<file path="src/rtl/ps2_kbd_rx_if.sv">
// ps2_kbd_rx_if: CPU-side read handshake and status between ps2_kbd_rx and its consumer
interface ps2_kbd_rx_if #(
    parameter int DATA_WIDTH = 16
);
    logic                  in_rd;
    logic [DATA_WIDTH-1:0] in_data;
    logic                  in_valid;
    logic                  err_frame;
    logic                  overflow;

    modport master (input in_rd, output in_data, in_valid, err_frame, overflow);
    modport slave  (output in_rd, input in_data, in_valid, err_frame, overflow);
endinterface

</file>
<file path="src/rtl/ps2_kbd_rx.sv">
// ps2_kbd_rx: PS/2 keyboard frame receiver with scan-code FIFO; KBD_BREAK_FILTER_EN drops 0xF0 and the byte after it
module ps2_kbd_rx #(
    parameter int DATA_WIDTH     = 16,
    parameter int FIFO_DEPTH     = 4,
    parameter int TIMEOUT_CYCLES = 50000
) (
    input  logic         clk,
    input  logic         rst_n,
    input  logic         ps2_clk,
    input  logic         ps2_data,
    ps2_kbd_rx_if.master bus
);
    localparam int AW = $clog2(FIFO_DEPTH);
    localparam int TW = $clog2(TIMEOUT_CYCLES);
    localparam logic [1:0] IDLE   = 2'd0;
    localparam logic [1:0] DATA   = 2'd1;
    localparam logic [1:0] PARITY = 2'd2;
    localparam logic [1:0] STOP   = 2'd3;

    logic [1:0]    clk_sync, dat_sync;
    logic          clk_prev;
    logic [1:0]    state;
    logic [2:0]    bit_cnt;
    logic [7:0]    shreg;
    logic          parity_ok;
    logic [TW-1:0] tcnt;
    logic [7:0]    mem [FIFO_DEPTH];
    logic [AW-1:0] wp, rp;
    logic [AW:0]   cnt;
    logic          err_q, ovf_q;

    logic fall, bit_in, stop_edge, good, push_req, pop, full, push_ok, valid;
    assign fall      = clk_prev & ~clk_sync[1];
    assign bit_in    = dat_sync[1];
    assign stop_edge = fall && state == STOP;
    assign good      = stop_edge && bit_in && parity_ok;
    assign valid     = cnt != '0;
    assign full      = cnt == (AW+1)'(FIFO_DEPTH);
    assign pop       = bus.in_rd && valid;
    assign push_ok   = push_req && (!full || pop);

`ifdef KBD_BREAK_FILTER_EN
    logic brk_pending;
    assign push_req = good && !brk_pending && shreg != 8'hF0;

    // A break prefix arms the filter; the next good byte is swallowed and disarms it
    always_ff @(posedge clk) begin
        if (!rst_n) brk_pending <= 1'b0;
        else if (good) brk_pending <= !brk_pending && shreg == 8'hF0;
    end
`else
    assign push_req = good;
`endif

    // Two-flop synchronisers plus the previous synchronised clock for falling-edge detection
    always_ff @(posedge clk) begin
        if (!rst_n) begin
            clk_sync <= 2'b11;
            dat_sync <= 2'b11;
            clk_prev <= 1'b1;
        end else begin
            clk_sync <= {clk_sync[0], ps2_clk};
            dat_sync <= {dat_sync[0], ps2_data};
            clk_prev <= clk_sync[1];
        end
    end

    // Frame FSM: sample on each PS/2 falling edge; abandon a stalled frame after the timeout
    always_ff @(posedge clk) begin
        if (!rst_n) begin
            state     <= IDLE;
            bit_cnt   <= '0;
            shreg     <= '0;
            parity_ok <= 1'b0;
            tcnt      <= '0;
        end else if (fall) begin
            tcnt <= '0;
            case (state)
                IDLE: if (!bit_in) begin
                    state   <= DATA;
                    bit_cnt <= '0;
                end
                DATA: begin
                    shreg   <= {bit_in, shreg[7:1]};
                    bit_cnt <= bit_cnt + 3'd1;
                    if (bit_cnt == 3'd7) state <= PARITY;
                end
                PARITY: begin
                    parity_ok <= ^{shreg, bit_in};
                    state     <= STOP;
                end
                default: state <= IDLE;
            endcase
        end else if (state != IDLE) begin
            if (tcnt == TW'(TIMEOUT_CYCLES - 1)) begin
                state <= IDLE;
                tcnt  <= '0;
            end else begin
                tcnt <= tcnt + 1'b1;
            end
        end
    end

    // Error pulse, sticky overflow, and FIFO pointer/occupancy bookkeeping
    always_ff @(posedge clk) begin
        if (!rst_n) begin
            err_q <= 1'b0;
            ovf_q <= 1'b0;
            wp    <= '0;
            rp    <= '0;
            cnt   <= '0;
        end else begin
            err_q <= stop_edge && !(bit_in && parity_ok);
            if (push_req && full && !pop) ovf_q <= 1'b1;
            if (push_ok) wp <= wp + 1'b1;
            if (pop) rp <= rp + 1'b1;
            if (push_ok && !pop) cnt <= cnt + 1'b1;
            else if (pop && !push_ok) cnt <= cnt - 1'b1;
        end
    end

    // Storage array carries no reset; its contents are hidden while empty
    always_ff @(posedge clk) begin
        if (push_ok) mem[wp] <= shreg;
    end

    assign bus.in_valid  = valid;
    assign bus.in_data   = valid ? DATA_WIDTH'(mem[rp]) : '0;
    assign bus.err_frame = err_q;
    assign bus.overflow  = ovf_q;
endmodule

</file>
<file path="src/flat_wrapper.sv">
// flat-port wrapper written by rule: the top's interface ports become plain ports
module ps2_kbd_rx_flat 
#(
    parameter int DATA_WIDTH     = 16,
    parameter int FIFO_DEPTH     = 4,
    parameter int TIMEOUT_CYCLES = 50000
)
  (clk, rst_n, ps2_clk, ps2_data, bus_in_rd, bus_in_data, bus_in_valid, bus_err_frame, bus_overflow);
  ps2_kbd_rx_if #(.DATA_WIDTH(DATA_WIDTH)) bus_i ();
  input  logic clk;
  input  logic rst_n;
  input  logic ps2_clk;
  input  logic ps2_data;
  input wire logic [$bits(bus_i.in_rd)-1:0] bus_in_rd;
  output wire logic [$bits(bus_i.in_data)-1:0] bus_in_data;
  output wire logic [$bits(bus_i.in_valid)-1:0] bus_in_valid;
  output wire logic [$bits(bus_i.err_frame)-1:0] bus_err_frame;
  output wire logic [$bits(bus_i.overflow)-1:0] bus_overflow;
  assign bus_i.in_rd = bus_in_rd;
  assign bus_in_data = bus_i.in_data;
  assign bus_in_valid = bus_i.in_valid;
  assign bus_err_frame = bus_i.err_frame;
  assign bus_overflow = bus_i.overflow;
  ps2_kbd_rx #(.DATA_WIDTH(DATA_WIDTH), .FIFO_DEPTH(FIFO_DEPTH), .TIMEOUT_CYCLES(TIMEOUT_CYCLES)) u_core (.clk(clk), .rst_n(rst_n), .ps2_clk(ps2_clk), .ps2_data(ps2_data), .bus(bus_i));
endmodule
</file>
<file path="config.mk">
export PLATFORM = sky130hd
export DESIGN_NAME = ps2_kbd_rx_flat
export DESIGN_NICKNAME = d
export VERILOG_FILES = /design/src/rtl/ps2_kbd_rx_if.sv /design/src/rtl/ps2_kbd_rx.sv /design/src/flat_wrapper.sv
export SDC_FILE = /design/constraint.sdc
export NUM_CORES = 1
export LEC_CHECK = 0
export CELL_PAD_IN_SITES_DETAIL_PLACEMENT = 0
export CELL_PAD_IN_SITES_GLOBAL_PLACEMENT = 1
export CORE_ASPECT_RATIO = 1.1
export CORE_MARGIN = 2
export CORE_UTILIZATION = 51
export DETAILED_ROUTE_END_ITERATION = 8
export HOLD_SLACK_MARGIN = 0.08
export PLACE_DENSITY_LB_ADDON = 0.1
export SYNTH_ARGS = -nofsm -noshare
export SYNTH_HDL_FRONTEND = slang
export SYNTH_SLANG_ARGS = --single-unit
</file>
<file path="constraint.sdc">
create_clock -name clk -period 6.3 [get_ports clk]
set_input_delay 1.26 -clock clk [delete_from_list [all_inputs] [get_ports clk]]
set_output_delay 1.26 -clock clk [all_outputs]
set_load 0.02 [all_outputs]
</file>
==> results of run 1 <==
==> kinds of logic after synthesis <==
kind of cell / after synthesis / share of synthesized area
multiplexers: 22 / 0.09202
adder cells (fa/ha/maj): 13 / 0.04888
other: 1 / 0.001077
flip-flops: 78 / 0.5406
AND/OR/NAND/NOR: 102 / 0.1848
XOR/XNOR: 21 / 0.05679
buffers and inverters: 27 / 0.04134
AO/OA/AOI/OAI: 20 / 0.03450
==> registers in the layout (all words and copies together), names as in the netlist, named ones only <==
name / count
u_core.shreg: 8
u_core.clk_sync: 2
u_core.dat_sync: 2
u_core.bus.overflow: 1
u_core.mem: 32
u_core.wp: 2
u_core.bit_cnt: 3
u_core.tcnt: 16
u_core.parity_ok: 1
u_core.cnt: 3
u_core.state: 2
u_core.bus.err_frame: 1
u_core.clk_prev: 1
u_core.rp: 2
==> synth_stat cells, types with 3 or more instances <==
cell type,number,area [um^2]
sky130_fd_sc_hd__nand4_1,6,37.54
sky130_fd_sc_hd__o21ai_0,5,25.02
sky130_fd_sc_hd__or3_1,4,25.02
sky130_fd_sc_hd__a21boi_0,3,22.52
sky130_fd_sc_hd__mux2i_1,14,140.1
sky130_fd_sc_hd__ha_1,12,150.1
sky130_fd_sc_hd__o211ai_1,3,22.52
sky130_fd_sc_hd__and3_1,3,18.77
sky130_fd_sc_hd__and2_1,21,131.4
sky130_fd_sc_hd__dfxtp_1,46,920.9
sky130_fd_sc_hd__buf_2,4,20.02
sky130_fd_sc_hd__buf_4,8,60.06
sky130_fd_sc_hd__mux4_2,8,180.2
sky130_fd_sc_hd__clkbuf_1,7,26.28
sky130_fd_sc_hd__xor2_1,12,105.1
sky130_fd_sc_hd__inv_1,7,26.28
sky130_fd_sc_hd__nor2b_1,16,100.1
sky130_fd_sc_hd__edfxtp_1,32,960.9
sky130_fd_sc_hd__nand2_1,10,37.54
sky130_fd_sc_hd__nand2b_1,9,56.30
sky130_fd_sc_hd__a21oi_1,7,35.03
sky130_fd_sc_hd__nor2_1,11,41.29
sky130_fd_sc_hd__nand3_1,7,35.03
sky130_fd_sc_hd__xnor2_1,8,70.07
==> worst min path at each step <==
stage | startpoint | endpoint | slack (ns) | depth (start not counted)
6_report | u_core.clk_sync[0]$_SDFF_PN1_ | u_core.clk_sync[1]$_SDFF_PN1_ | 0.41 | 1
5_1_grt | u_core.clk_sync[0]$_SDFF_PN1_ | u_core.clk_sync[1]$_SDFF_PN1_ | 0.44 | 1
4_1_cts | u_core.dat_sync[0]$_SDFF_PN1_ | u_core.dat_sync[1]$_SDFF_PN1_ | 0.42 | 1
3_5_place_dp | u_core.clk_sync[0]$_SDFF_PN1_ | u_core.clk_sync[1]$_SDFF_PN1_ | 0.40 | 1
3_3_place_gp | u_core.clk_sync[0]$_SDFF_PN1_ | u_core.clk_sync[1]$_SDFF_PN1_ | 0.39 | 1
2_1_floorplan | u_core.clk_sync[0]$_SDFF_PN1_ | u_core.clk_sync[1]$_SDFF_PN1_ | 0.39 | 1
==> power by group <==
group / internal [mW] / total [mW] / switching [mW]
Clock: 0.148 / 0.338 / 0.190
Sequential: 0.534 / 0.551 / 0.0172
Combinational: 0.110 / 0.216 / 0.106
==> per-layer routing <==
metal | part of all wire | wire (um) | up-vias
li1 | - | - | 1019
met1 | 0.47 | 2484 | 946
met2 | 0.49 | 2580 | 25
met3 | 0.026 | 137 | 7
met4 | 0.017 | 89 | 0
met5 | 0 | 0 | -
==> per-stage QoR <==
stage	total power [mW]	cell area (um^2)	hold WS, ns	cells
CTS	1.125	3832	0.4151	385
detailed placement	0.7854	3650	0.3960	369
floorplan	0.7046	3507	0.3863	291
finish	1.106	3832	0.4109	385
global route	1.164	3832	0.4426	385
global placement	0.7813	3650	0.3910	369
==> cell type report <==
type / count / area, um^2 / area share
flip-flops and latches: 78 / 1882 / 0.4910
multi-input cells: 186 / 1481 / 0.3865
repair buffers: 16 / 157.7 / 0.04114
clock buffers: 9 / 123.9 / 0.03232
well taps: 82 / 102.6 / 0.02677
clock inverters: 7 / 58.81 / 0.01534
inverters: 7 / 26.28 / 0.006856
==> out/results.ini, run 1 <==
[floorplan]
core_area_mm2=0.006594
num_rows=31
die-height_um=90.65
top_level_ports=24
start_util=0.5279
die_x_um=82.77
floorplan.die_area_mm2=0.007503

[grt]
largest_net_degree_at_the_start_of_global_routing=32
grt.met3_usage=0.04800
grt_antenna_before_repair=0
gr-total-overflow=0
grt.busiest_layer=met2
global_route.usage.met1=0.2055
grt.met2_usage=0.2540
globalRouteTotalUtil=0.1609
number_of_global_route_vias_before_repair=1988
grt_pass1_wl_um=9135

[synth]
synth_sequential_area_ratio=0.5406
mappedNetlistArea_mm2=0.003481
syn-instance-count=284
synthDistinctLibCells=41
ys.flop_type=sky130_fd_sc_hd__dfxtp_1
yosys_warnings=0
synth_seq_cells=78
asyncSetResetFlopFracSynth=0
syn-mean-instance-area_um2=12.26
synth_edf_count=32

[timing]
finalWorstPathRequiredPeriod_ns=3.548
rsz0062_at_grt=false
finalHoldViolCount=0
tightest_slew_ns=0.6900
maxSlewViolCount=0
final.period_utilization=0.5631
final_setup_violations=0
final.setup.worst_slack_ns=2.752
fin_skew_ns=0.01123
maxSlewHeadroom=0.5335
final.setup.tns_ns=0
max_freq_mhz=281.9

[setup_path]
path_max_fanout=8
r2r_slack_ns=3.90
critical_path.startpoint_type=flip-flop
critical_path.slowest_cell=sky130_fd_sc_hd__dfxtp_1
critical_path.cell_chain=mux4_2 -> and2_1 -> clkdlybuf4s50_1
timing.critical_path.to_type=output pin
regToRegStartpoint=u_core.cnt[0]$_SDFFE_PN0P_
worstSetupEndpoint=bus_in_data[4]
setup.worst_path.class=reg -> out
cp_data_arrival_time_ns=2.29
r2r_end=u_core.cnt[2]$_SDFFE_PN0P_
reg2regPathDepth=8
critical_path_depth=3
crit_buf_inv=1
largest_delay_contributor_family_on_the_critical_path=flip-flops
cp.required_ns=5.04
critPathMaxStageDelay_ns=0.67

[clocking]
clock_tree.root_cell=sky130_fd_sc_hd__clkbuf_8
cts-resized-gates=0
cts_tree=built
cts.repair_timing.setup_buffer_count=0
clock_tree.htree_level_count=3
worst_skew_pair.late_latency_ns=0.34
cts_inserted_buffers=9
path_clk_slew_ns=0.09
hold_buffers=0
tritoncts_num_sinks=78
cts.path.max_buffers=2

[hold_path]
hold_class=reg -> reg

[placed_design]
dpl.hpwl_um=3748
dp_worst_setup_slack_ns=2.571
routabilityCongestion=0.7270
port-buffer-count=15

[pwr]
leakage_nw=1.411
power-per-cell-area_mw_per_mm2=288.5
max_vdd_drop_uv=197.4

[cells_and_area]
post-route-util=0.5812
filler_cell_count=590
final_common_cell=sky130_fd_sc_hd__dfxtp_1
post_route_cells_drive_above_1_share=0.09571
n_diodes=0
leading_cell_types_in_the_layout_fill_and_taps_excluded=sky130_fd_sc_hd__dfxtp_1, sky130_fd_sc_hd__edfxtp_1, sky130_fd_sc_hd__and2_1
layout.nets=316
areaGrowthSynthToFinish_pct=10.10

[drt]
dr.pass1.iters=4
drtIter0Drc=53
drt_wl_total_um=5292
vias_per_cell=5.187
post_drt_wl_per_cell_um=13.75
vias=1997
antenna_left=0
drc_errors=0

[run_status]
result_of_the_run=finished clean

[job]
maxCapViolCount=0

No activity file was read; power rests on OpenSTA's default activity.
==> run 2: changes to the inputs <==
--- a/config.mk
+++ b/config.mk
@@ -9,7 +9,7 @@
 export CELL_PAD_IN_SITES_GLOBAL_PLACEMENT = 1
 export CORE_ASPECT_RATIO = 1.1
 export CORE_MARGIN = 2
-export CORE_UTILIZATION = 51
+export CORE_UTILIZATION = 47
 export DETAILED_ROUTE_END_ITERATION = 8
 export HOLD_SLACK_MARGIN = 0.08
 export PLACE_DENSITY_LB_ADDON = 0.1
==> constraint.sdc (replaced) <==
create_clock -name clk -period 3.29 [get_ports clk]
set_input_delay 0.658 -clock clk [delete_from_list [all_inputs] [get_ports clk]]
set_output_delay 0.658 -clock clk [all_outputs]
set_load 0.02 [all_outputs]
==> out/results.ini, run 2 (synthesis gave the netlist of run 1 again) <==
[setup_path]
r2r_end=u_core.cnt[2]$_SDFFE_PN0P_
critical_path.slowest_cell=sky130_fd_sc_hd__dfxtp_1
cp.required_ns=2.63
worstSetupEndpoint=bus_in_data[6]
r2r_slack_ns=0.81
regToRegStartpoint=u_core.dat_sync[1]$_SDFF_PN1_
setup.worst_path.class=reg -> out
path_max_fanout=8
critical_path.cell_chain=mux4_2 -> and2_1 -> clkdlybuf4s50_1
critPathMaxStageDelay_ns=0.66
timing.critical_path.to_type=output pin
cp_data_arrival_time_ns=2.26
reg2regPathDepth=8
critical_path.startpoint_type=flip-flop

[clocking]
cts-resized-gates=0
tritoncts_num_sinks=78
cts_tree=built
cts.path.max_buffers=2
cts_inserted_buffers=9
hold_buffers=0
clock_tree.root_cell=sky130_fd_sc_hd__clkbuf_8
clock_tree.htree_level_count=3
worst_skew_pair.late_latency_ns=0.35
cts.repair_timing.setup_buffer_count=0
path_clk_slew_ns=0.08

[timing]
final_setup_violations=0
finalWorstPathRequiredPeriod_ns=2.922
tightest_slew_ns=0.6575
final.setup.tns_ns=0
fin_skew_ns=0.01169
max_freq_mhz=342.2
finalHoldViolCount=0
maxSlewViolCount=0
maxSlewHeadroom=0.5555
final.period_utilization=0.8881
rsz0062_at_grt=false

[pwr]
cell_internal_pwr_mw=1.585
max_vdd_drop_uv=203.6
seq_power_share=0.484
switching_share=0.2733
leakage_nw=1.417
pwr-share-clk=0.326
p_comb_frac=0.190
netSwitchingPower_uw=596.1
power-per-cell-area_mw_per_mm2=566.6

[floorplan]
floorplan.die_area_mm2=0.008112
core_area_mm2=0.007087
die_x_um=86.06
start_util=0.4912
num_rows=32
top_level_ports=24
die-height_um=94.26

[placed_design]
port-buffer-count=15
dpl.hpwl_um=3647
routabilityCongestion=0.7185
post-place-cells=372

[hold_path]
hold_class=reg -> reg
min_delay_path_depth=1

[drt]
dr.pass1.iters=4
post_drt_wl_per_cell_um=14.05
antenna_left=0
vias_per_cell=5.070
drtIter0Drc=45
drc_errors=0
vias=1967
drt_wl_total_um=5451

[grt]
grt_pass1_wl_um=9259
number_of_global_route_vias_before_repair=1988
gr-total-overflow=0
largest_net_degree_at_the_start_of_global_routing=32
globalRouteTotalUtil=0.1499
grt_antenna_before_repair=0

[cells_and_area]
final_common_cell=sky130_fd_sc_hd__dfxtp_1
areaGrowthSynthToFinish_pct=10.60
post_route_cells_drive_above_1_share=0.09241
layout.cells.non_filler=388
filler_cell_count=607
n_diodes=0
reg.largest.list=u_core.mem (32), u_core.tcnt (16), u_core.shreg (8)
leading_cell_types_in_the_layout_fill_and_taps_excluded=sky130_fd_sc_hd__dfxtp_1, sky130_fd_sc_hd__edfxtp_1, sky130_fd_sc_hd__and2_1
largest_register=u_core.mem
post-route-util=0.5433
layout.nets=316
largest_register_ffs=32

[run_status]
result_of_the_run=finished clean

[job]
maxCapViolCount=0

## run 2: cell count changes in the layout (fill, tap and decap cells not counted)
cell,previous run,this run
sky130_fd_sc_hd__inv_8,1,0
sky130_fd_sc_hd__bufinv_16,0,1
sky130_fd_sc_hd__clkinv_4,3,2
sky130_fd_sc_hd__clkinv_1,0,1
## run 2: final cells by class
| type | instances | area [um^2] | share of cell area |
|---|---|---|---|
| Multi-Input combinational cell | 186 | 1481 | 0.3848 |
| Inverter | 7 | 26.28 | 0.006825 |
| Sequential cell | 78 | 1882 | 0.4888 |
| Clock inverter | 7 | 72.57 | 0.01885 |
| Tap cell | 85 | 106.4 | 0.02762 |
| Timing Repair Buffer | 16 | 157.7 | 0.04095 |
| Clock buffer | 9 | 123.9 | 0.03217 |
## run 2: critical path, delay by kind of cell, from the launching register on
kind,cells,cell delay (ns)
muxes,1,0.57
buffers and inverters,1,0.52
DFF,1,0.66
and+or+nand+nor,1,0.16
## run 2: how the worst min path moves through the flow
stage | slack [ns] | from | end
floorplan | 0.39 | u_core.clk_sync[0]$_SDFF_PN1_ | u_core.clk_sync[1]$_SDFF_PN1_
global placement | 0.39 | u_core.clk_sync[0]$_SDFF_PN1_ | u_core.clk_sync[1]$_SDFF_PN1_
detailed placement | 0.39 | u_core.dat_sync[0]$_SDFF_PN1_ | u_core.dat_sync[1]$_SDFF_PN1_
CTS | 0.41 | u_core.clk_sync[0]$_SDFF_PN1_ | u_core.clk_sync[1]$_SDFF_PN1_
global route | 0.43 | u_core.clk_sync[0]$_SDFF_PN1_ | u_core.clk_sync[1]$_SDFF_PN1_
finish | 0.41 | u_core.clk_sync[0]$_SDFF_PN1_ | u_core.clk_sync[1]$_SDFF_PN1_
## run 2: per-layer routing
metal	global-route usage	routed length (um)	share of wire
met1	0.1927	2713	0.50
met2	0.2384	2531	0.46
met3	0.02900	153	0.028
met4	0.07937	53	0.0097
met5	0	0	0
## run 2: power groups by stage
stage / registers [mW] / clock network (mW) / logic (mW)
floorplan: 1.06 / 0 / 0.290
global placement: 1.08 / 0 / 0.419
finish: 1.06 / 0.710 / 0.415
detailed placement: 1.08 / 0 / 0.419
global route: 1.06 / 0.767 / 0.456
CTS: 1.06 / 0.732 / 0.422
## run 2: per-stage QoR
| step | cell area [um^2] | power, mW | worst slack (ns) | hold slack [ns] |
|---|---|---|---|---|
| after global placement | 3654 | 1.499 | 0.2339 | 0.3915 |
| after detailed placement | 3654 | 1.498 | 0.09045 | 0.3936 |
| final | 3850 | 2.181 | 0.3681 | 0.4090 |
| after CTS | 3850 | 2.210 | 0.3025 | 0.4111 |
| after global routing | 3850 | 2.285 | 0.2259 | 0.4263 |
| after floorplan | 3507 | 1.349 | 0.8426 | 0.3863 |
==> run 3: changes to the inputs <==
--- a/config.mk
+++ b/config.mk
@@ -8,7 +8,6 @@
 export CELL_PAD_IN_SITES_DETAIL_PLACEMENT = 0
 export CELL_PAD_IN_SITES_GLOBAL_PLACEMENT = 1
 export CORE_ASPECT_RATIO = 1.1
-export CORE_MARGIN = 2
 export CORE_UTILIZATION = 47
 export DETAILED_ROUTE_END_ITERATION = 8
 export HOLD_SLACK_MARGIN = 0.08
==> constraint.sdc (replaced) <==
create_clock -name clk -period 3.29 [get_ports clk]
set_input_delay 0.8225 -clock clk [delete_from_list [all_inputs] [get_ports clk]]
set_output_delay 0.8225 -clock clk [all_outputs]
set_load 0.02 [all_outputs]
==> out/results.ini, run 3 (synthesis gave the netlist of run 1 again) <==
[run_status]
result_of_the_run=complete, but fails checks
failed_checks=design-rule violations

[grt]
grt_pass1_wl_um=9301
globalRouteTotalUtil=0.1560
largest_net_degree_at_the_start_of_global_routing=32
grt_antenna_before_repair=0
number_of_global_route_vias_before_repair=1916
gr-total-overflow=0

[cells_and_area]
final_area_mm2=0.003900
n_diodes=0
reg.largest.list=u_core.mem (32), u_core.tcnt (16), u_core.shreg (8)
leading_cell_types_in_the_layout_fill_and_taps_excluded=sky130_fd_sc_hd__dfxtp_1, sky130_fd_sc_hd__edfxtp_1, sky130_fd_sc_hd__and2_1
post_route_cells_drive_above_1_share=0.09211
largest_register_ffs=32
layout.nets=317
areaGrowthSynthToFinish_pct=12.04
layout.cells.non_filler=389
filler_cell_count=602
final_common_cell=sky130_fd_sc_hd__dfxtp_1
largest_register=u_core.mem

[drt]
vias=1954
drc_errors=2
drtIter0Drc=108
vias_per_cell=5.023
dr.pass1.iters=6
post_drt_wl_per_cell_um=13.75
antenna_left=0
drt_wl_total_um=5349

[setup_path]
r2r_slack_ns=0.81
reg2regPathDepth=8
worstSetupEndpoint=bus_in_data[6]
critical_path.startpoint_type=flip-flop
regToRegStartpoint=u_core.cnt[0]$_SDFFE_PN0P_
r2r_end=u_core.cnt[2]$_SDFFE_PN0P_
setup.worst_path.class=reg -> out
path_max_fanout=8
critical_path.cell_chain=mux4_2 -> and2_1 -> clkdlybuf4s50_1
crit_buf_inv=1
critical_path.slowest_cell=sky130_fd_sc_hd__dfxtp_1
cp_data_arrival_time_ns=2.27
critical_path_depth=3
timing.critical_path.to_type=output pin
cp.required_ns=2.47
critPathMaxStageDelay_ns=0.67
largest_delay_contributor_family_on_the_critical_path=flip-flops

[floorplan]
top_level_ports=24
start_util=0.4912
die-height_um=92.26
core_area_mm2=0.007087
die_x_um=84.06
num_rows=32
floorplan.die_area_mm2=0.007755

[clocking]
clock_tree.htree_level_count=3
cts.repair_timing.setup_buffer_count=0
path_clk_slew_ns=0.08
cts_inserted_buffers=9
cts_tree=built
cts-resized-gates=0
worst_skew_pair.late_latency_ns=0.34
hold_buffers=0
clock_tree.root_cell=sky130_fd_sc_hd__clkbuf_8
cts.path.max_buffers=2
tritoncts_num_sinks=78

[pwr]
max_vdd_drop_uv=395.2
post-layout-total-power_mw=2.317
leakage_nw=1.443
power-per-cell-area_mw_per_mm2=594.0
netSwitchingPower_uw=575.6
switching_share=0.2485
seq_power_share=0.456
p_comb_frac=0.180
cell_internal_pwr_mw=1.741
pwr-share-clk=0.364

[timing]
max_freq_mhz=323.1
final_setup_violations=0
finalHoldViolCount=0
fin_skew_ns=0.009456
final.setup.tns_ns=0
final.period_utilization=0.9407
finalWorstPathRequiredPeriod_ns=3.095
rsz0062_at_grt=false
maxSlewHeadroom=0.5916
maxSlewViolCount=0
tightest_slew_ns=0.6041

[placed_design]
postPlaceCellArea_mm2=0.003661
dpl.hpwl_um=3576
routabilityCongestion=0.7266
port-buffer-count=15
post-place-cells=373

[hold_path]
hold_class=reg -> reg
min_from=u_core.clk_sync[0]$_SDFF_PN1_

[job]
maxCapViolCount=0

==> run 3: cell count changes in the layout (fill, tap and decap cells not counted), sizes merged <==
cell      previous run  this run
bufinv               1         3
clkbuf               9        11
clkinv               4         2
buf                  1         2
clkinvlp             1         0
inv                  8         7
==> run 3: power by group through the flow <==
stage / sequential (mW) / clock, mW / combinational [mW]
floorplan: 1.06 / 0 / 0.290
global placement: 1.08 / 0 / 0.420
detailed placement: 1.08 / 0 / 0.424
CTS: 1.06 / 0.872 / 0.424
global route: 1.06 / 0.903 / 0.461
finish: 1.06 / 0.843 / 0.418
==> run 3: worst min-delay path by stage <==
| stage | cells past startpoint | endpoint |
|---|---|---|
| 5_1_grt | 1 | u_core.dat_sync[1]$_SDFF_PN1_ |
| 2_1_floorplan | 1 | u_core.clk_sync[1]$_SDFF_PN1_ |
| 4_1_cts | 1 | u_core.clk_sync[1]$_SDFF_PN1_ |
| 6_report | 1 | u_core.clk_sync[1]$_SDFF_PN1_ |
| 3_5_place_dp | 1 | u_core.clk_sync[1]$_SDFF_PN1_ |
| 3_3_place_gp | 1 | u_core.clk_sync[1]$_SDFF_PN1_ |
==> run 3: worst reg2reg max path, stage by stage, from the launching register on <==
cell,delay [ns]
sky130_fd_sc_hd__dfxtp_1,0.36
sky130_fd_sc_hd__or3_1,0.56
sky130_fd_sc_hd__nand2_1,0.19
sky130_fd_sc_hd__ha_1,0.21
sky130_fd_sc_hd__inv_1,0.06
sky130_fd_sc_hd__fa_1,0.37
sky130_fd_sc_hd__xor2_1,0.18
sky130_fd_sc_hd__or3_1,0.32
sky130_fd_sc_hd__a21boi_0,0.16
==> run 3: metal layers <==
metal	routed length, um	global-route usage	vias up
met5	0	0	-
met3	119	0.02970	10
met1	2604	0.1977	904
li1	-	-	1012
met4	111	0.06897	0
met2	2513	0.2596	28
==> run 3: per-stage QoR <==
| step | hold WS, ns | util | setup slack, ns |
|---|---|---|---|
| 2_1_floorplan | 0.3863 | - | 0.6781 |
| 3_3_place_gp | 0.3928 | 0.5166 | 0.2299 |
| 3_5_place_dp | 0.3964 | 0.5166 | 0.1494 |
| 4_1_cts | 0.4176 | 0.5503 | 0.1404 |
| 5_1_grt | 0.4325 | 0.5503 | 0.05534 |
| 6_report | 0.4123 | 0.5503 | 0.1952 |
==> run 3: final cells by class <==
cell class	count	area (um^2)	share of cell area
flip-flops and latches	78	1882	0.4825
multi-input cells	186	1481	0.3799
repair buffers	17	165.2	0.04235
clock buffers	11	131.4	0.03369
clock inverters	5	107.6	0.02759
well taps	85	106.4	0.02727
inverters	7	26.28	0.006737
